$ cat src/rtl/spi_bus_arbiter.sv
// Arbitrates the flash SPI bus between the 6809 flash controller and the FT2232 writer.
// Every ownership change passes through a guard window that holds flash CS high.
module spi_bus_arbiter #(
    parameter int unsigned GUARD_CYCLES = 4
) (
    input  logic       clk,
    input  logic       reset,
    input  logic       i_cpu_req,
    input  logic       i_FT_CS,
    input  logic       i_cpu_spi_clk,
    input  logic       i_cpu_spi_mosi,
    input  logic       i_cpu_spi_cs,
    input  logic       i_wr_spi_clk,
    input  logic       i_wr_spi_mosi,
    input  logic       i_wr_spi_cs,
    output logic       o_SPI_CLK,
    output logic       o_SPI_MOSI,
    output logic       o_SPI_CS,
    output logic       o_cpu_grant,
    output logic       o_ft_grant,
    output logic       o_cpu_ready,
    output logic       o_cpu_abort,
    output logic [7:0] o_abort_count
);

    localparam int unsigned CntW = (GUARD_CYCLES > 1) ? $clog2(GUARD_CYCLES) : 1;
    localparam logic [CntW-1:0] GuardLoad = CntW'(GUARD_CYCLES - 1);

    typedef enum logic [1:0] {StIdle, StCpu, StFt, StGuard} state_e;

    state_e          state_q, state_d;
    logic [1:0]      cpu_sync_q, ft_sync_q;
    logic            cpu_req_s, ft_req_s;
    logic            target_ft_q, target_ft_d;
    logic [CntW-1:0] guard_cnt_q, guard_cnt_d;
    logic            abort_d, ready_d;
    logic            cpu_grant_q, ft_grant_q, ready_q, abort_q;
    logic [7:0]      abort_count_q;

    assign cpu_req_s = cpu_sync_q[1];
    assign ft_req_s  = ft_sync_q[1];

    always_ff @(posedge clk or negedge reset) begin
        if (!reset) begin
            cpu_sync_q <= '0;
            ft_sync_q  <= '0;
        end else begin
            cpu_sync_q <= {cpu_sync_q[0], i_cpu_req};
            ft_sync_q  <= {ft_sync_q[0], ~i_FT_CS};
        end
    end

    always_comb begin
        state_d     = state_q;
        target_ft_d = target_ft_q;
        guard_cnt_d = guard_cnt_q;
        abort_d     = 1'b0;
        unique case (state_q)
            StIdle: begin
                if (ft_req_s) begin
                    state_d     = StGuard;
                    target_ft_d = 1'b1;
                    guard_cnt_d = GuardLoad;
                end else if (cpu_req_s) begin
                    state_d = StCpu;
                end
            end
            StCpu: begin
                // FT preempts; a transfer in flight (CS low) must be restarted by the CPU side
                if (ft_req_s) begin
                    state_d     = StGuard;
                    target_ft_d = 1'b1;
                    guard_cnt_d = GuardLoad;
                    abort_d     = ~i_cpu_spi_cs;
                end else if (!cpu_req_s && i_cpu_spi_cs) begin
                    state_d = StIdle;
                end
            end
            StFt: begin
                if (!ft_req_s) begin
                    state_d     = StGuard;
                    target_ft_d = 1'b0;
                    guard_cnt_d = GuardLoad;
                end
            end
            StGuard: begin
                if (guard_cnt_q == '0) begin
                    state_d     = (target_ft_q && ft_req_s) ? StFt : StIdle;
                    target_ft_d = 1'b0;
                end else begin
                    guard_cnt_d = guard_cnt_q - 1'b1;
                    // A withdrawn FT request retargets without restarting the count
                    if (!ft_req_s) target_ft_d = 1'b0;
                end
            end
            default: state_d = StIdle;
        endcase
    end

    // Ready is computed from next-cycle values so it lines up with the registered grant
    assign ready_d = ~(cpu_sync_q[0] && (state_d != StCpu));

    always_ff @(posedge clk or negedge reset) begin
        if (!reset) begin
            state_q       <= StIdle;
            target_ft_q   <= 1'b0;
            guard_cnt_q   <= '0;
            cpu_grant_q   <= 1'b0;
            ft_grant_q    <= 1'b0;
            ready_q       <= 1'b1;
            abort_q       <= 1'b0;
            abort_count_q <= '0;
        end else begin
            state_q     <= state_d;
            target_ft_q <= target_ft_d;
            guard_cnt_q <= guard_cnt_d;
            cpu_grant_q <= (state_d == StCpu);
            ft_grant_q  <= (state_d == StFt);
            ready_q     <= ready_d;
            abort_q     <= abort_d;
            if (abort_d && (abort_count_q != 8'hFF)) begin
                abort_count_q <= abort_count_q + 8'd1;
            end
        end
    end

    // Grants reset asynchronously, so the pins fall to idle levels the moment reset asserts
    always_comb begin
        o_SPI_CS   = 1'b1;
        o_SPI_CLK  = 1'b0;
        o_SPI_MOSI = 1'b0;
        if (cpu_grant_q) begin
            o_SPI_CS   = i_cpu_spi_cs;
            o_SPI_CLK  = i_cpu_spi_clk;
            o_SPI_MOSI = i_cpu_spi_mosi;
        end else if (ft_grant_q) begin
            o_SPI_CS   = i_wr_spi_cs;
            o_SPI_CLK  = i_wr_spi_clk;
            o_SPI_MOSI = i_wr_spi_mosi;
        end
    end

    assign o_cpu_grant   = cpu_grant_q;
    assign o_ft_grant    = ft_grant_q;
    assign o_cpu_ready   = ready_q;
    assign o_cpu_abort   = abort_q;
    assign o_abort_count = abort_count_q;

endmodule

$ cat config.mk
export PLATFORM = sky130hd
export DESIGN_NAME = spi_bus_arbiter
export DESIGN_NICKNAME = d
export VERILOG_FILES = /design/src/rtl/spi_bus_arbiter.sv
export SDC_FILE = /design/constraint.sdc
export NUM_CORES = 1
export LEC_CHECK = 0
export CAP_MARGIN = 20
export CORE_MARGIN = 2
export CORE_UTILIZATION = 45
export DETAILED_ROUTE_END_ITERATION = 10
export PLACE_DENSITY = 0.75
export RECOVER_POWER = 25
export SLEW_MARGIN = 10
export SYNTH_ARGS = -nofsm -noshare
export SYNTH_HDL_FRONTEND = slang
export SYNTH_SLANG_ARGS = --single-unit
$ cat constraint.sdc
create_clock -name clk -period 2.3 [get_ports clk]
set_clock_uncertainty 0.15 [all_clocks]
set_input_delay 0.23 -clock clk [delete_from_list [all_inputs] [get_ports clk]]
set_output_delay 0.23 -clock clk [all_outputs]
set_load 0.02 [all_outputs]
==> load_flow_metrics.sql <==
INSERT INTO impl_metrics (metric_group, metric, value, unit) VALUES
('outcome', 'status', 'finished clean', ''),
('drt', 'vias', '720', ''),
('timing', 'hold_viol', '0', ''),
('clock_network', 'cts_tree', 'done', ''),
('timing', 'tightestPinTransition', '1.08', 'ns'),
('die', 'starting_density', '48.3', '%'),
('place', 'dp_slack', '0.357', 'ns'),
('synthesis', 'yosysSeqAreaShare', '54.5', '%'),
('drt', 'drc', '0', ''),
('power_and_ir_drop', 'power_switching_share', '37.0', '%'),
('clock_network', 'cts.htree.levels', '1', ''),
('worst_setup_path', 'r2r.worst_path.cells', '5', ''),
('power_and_ir_drop', 'seqPwrFrac', '43.6', '%'),
('worst_setup_path', 'cp_data_arrival_time', '1.63', 'ns'),
('power_and_ir_drop', 'power.net_switching', '0.000482', 'W'),
('timing', 'final.setup.tns', '0', 'ns'),
('synthesis', 'synth-xor-area-share', '2.72', '%'),
('drt', 'drt_first_iter_violations', '7', ''),
('synthesis', 'yosys_most_used_dff', 'sky130_fd_sc_hd__dfrtp_1', ''),
('timing', 'drv_slew', '0', ''),
('drt', 'wirelength', '1.76', 'mm'),
('timing', 'max_clock_freq', '0.497', 'GHz'),
('worst_setup_path', 'worstPathCellList', 'nor2b_1 -> a22o_1 -> clkdlybuf4s50_1', ''),
('synthesis', 'yosys_warnings', '0', ''),
('place', 'hpwl', '1.38', 'mm'),
('final_layout', 'final_core_util', '63.6', '%'),
('job', 'max_cap_viol_count', '0', ''),
('worst_setup_path', 'critical_path_class', 'flop to output port', ''),
('clock_network', 'cts-buffers-inserted', '3', ''),
('clock_network', 'clock_pin_transition_on_the_worst_setup_and_hold_timing_paths', '0.11', 'ns'),
('final_layout', 'area_delta_synth_final', '31.7', '%'),
('synthesis', 'synth_largest_area_cell', 'sky130_fd_sc_hd__dfrtp_1', ''),
('timing', 'relSlewSlack', '28.0', '%'),
('synthesis', 'yosysUniqueCellTypes', '32', ''),
('worst_setup_path', 'worstSetupStartpointType', 'flop', ''),
('die', 'num_io_pins', '25', ''),
('final_layout', 'num-nets-final', '126', ''),
('clock_network', 'postCtsSetupRepairBufs', '0', ''),
('die', 'die-area', '2540', 'sq um'),
('final_layout', 'final_layout_size_suffix_gt1_share', '9.73', '%'),
('worst_setup_path', 'cp_slowest_cell', 'sky130_fd_sc_hd__clkdlybuf4s50_1', ''),
('worst_setup_path', 'setup.worst_path.end_class', 'output port', ''),
('clock_network', 'cts-hold-fix-buffers', '0', ''),
('synthesis', 'synthTopCellsByArea', 'sky130_fd_sc_hd__dfrtp_1, sky130_fd_sc_hd__mux2_1, sky130_fd_sc_hd__nand2_1, sky130_fd_sc_hd__dfstp_2, sky130_fd_sc_hd__inv_1', ''),
('global_routing', 'grt_max_degree', '22', ''),
('final_layout', 'fillers', '169', ''),
('synthesis', 'synth-simple-area-share', '20.1', '%'),
('power_and_ir_drop', 'clkPwrFrac', '13.4', '%'),
('power_and_ir_drop', 'cell_internal_pwr', '0.000820', 'W'),
('final_layout', 'register_area', '527', 'sq um'),
('synthesis', 'synth_enable_flop_cells', '0', ''),
('synthesis', 'syn-mean-instance-area', '11.5', 'sq um'),
('clock_network', 'worstSkewPairLatency', '0.29', 'ns'),
('synthesis', 'postSynthRegisterBits', '21', ''),
('global_routing', 'number_of_global_route_vias_before_repair', '711', ''),
('drt', 'viasPerCell', '5.14', ''),
('power_and_ir_drop', 'p_per_area', '1020', 'nW/um^2'),
('drt', 'number_of_antenna_violating_nets_in_the_routed_design', '0', ''),
('place', 'numPortBuffers', '24', ''),
('timing', 'setup_repair_after_global_routing_missed_its_margin', 'false', ''),
('synthesis', 'synthMuxAreaShare', '5.82', '%'),
('timing', 'setup_ws_post_layout', '0.289', 'ns'),
('die', 'fp-row-count', '16', ''),
('worst_setup_path', 'slowest_delay', '0.59', 'ns'),
('die', 'fp.coreArea', '2000', 'sq um'),
('timing', 'final_min_period_over_clock_period', '87.5', '%'),
('power_and_ir_drop', 'peakVddDrop', '0.613', 'mV'),
('worst_setup_path', 'critical_path_required', '1.92', 'ns'),
('global_routing', 'overall_global_routing_usage', '15.9', '%'),
('hold_path', 'holdCritPathClass', 'flop to flop', ''),
('global_routing', 'initial_antenna_violation_count', '0', '');
## sequential cells by signal, indices dropped and copies added (netlist names)
| name | flops |
|---|---|
| cpu_sync_q | 2 |
| ft_sync_q | 2 |
| guard_cnt_q | 2 |
| target_ft_q | 1 |
| o_cpu_ready | 1 |
| o_cpu_grant | 1 |
| o_abort_count | 8 |
| o_cpu_abort | 1 |
| state_q | 2 |
| o_ft_grant | 1 |
## worst paths after layout
kind | startpoint | endpoint
max in group asynchronous | reset | state_q[0]
setup / recovery | o_cpu_grant | o_SPI_MOSI
hold reg to reg | ft_sync_q[0] | ft_sync_q[1]
setup reg to reg | o_abort_count[0] | o_abort_count[6]
min in group asynchronous | reset | o_abort_count[0]
hold / removal | ft_sync_q[0] | ft_sync_q[1]
## layer usage
layer	part of all wire, %	global-route usage [%]	vias up
met3	5.2	4.46	0
met2	49	25.9	16
met5	0	0	-
met4	0	3.60	0
met1	46	21.1	346
li1	-	-	358
## cell usage in the layout, fill, tap and decap left out, types with 3 or more instances in the layout
cell | Yosys | final
sky130_fd_sc_hd__a21oi_1 | 5 | 5
sky130_fd_sc_hd__mux2_1 | 4 | 4
sky130_fd_sc_hd__inv_1 | 7 | 7
sky130_fd_sc_hd__nand2b_1 | 4 | 4
sky130_fd_sc_hd__dfrtp_1 | 20 | 20
sky130_fd_sc_hd__clkbuf_4 | 0 | 3
sky130_fd_sc_hd__nand2_1 | 8 | 8
sky130_fd_sc_hd__clkdlybuf4s50_1 | 0 | 22
## cell type report
type	instances	share of cell area, %
Clock buffer	4	2.06
Timing Repair Buffer	26	19.7
Tap cell	27	2.65
Multi-Input combinational cell	55	32.1
Sequential cell	21	41.4
Inverter	7	2.06
## per-stage QoR
stage                     instance area (sq um)  std cells
after floorplan                             967         84
after global placement                     1250        136
after detailed placement                   1250        136
after CTS                                  1280        140
after global routing                       1270        140
final                                      1270        140
## worst max-delay path, delay by kind of cell, from the launching register on
family | cells | cell delay, ns
buffers and inverters | 1 | 0.59
DFF | 1 | 0.45
and+or+nand+nor | 1 | 0.16
AOI/OAI and AO/OA | 1 | 0.14
## logic make-up (layout without fill, tap and decap cells)
| group | after synthesis | in the layout |
|---|---|---|
| buf+inv | 8 | 37 |
| fa+ha+maj | 2 | 2 |
| xor+xnor | 3 | 3 |
| mux | 5 | 5 |
| simple gates | 29 | 29 |
| flops | 21 | 21 |
| compound gates | 16 | 16 |
## power groups by stage
stage               clock [W]  combinational (W)  sequential, W
floorplan                   0           0.000286       0.000622
global placement            0           0.000550       0.000571
detailed placement          0           0.000565       0.000575
CTS                  0.000179           0.000568       0.000568
global route         0.000190           0.000617       0.000589
finish               0.000175           0.000560       0.000567
(Power assumes the default switching activity.)
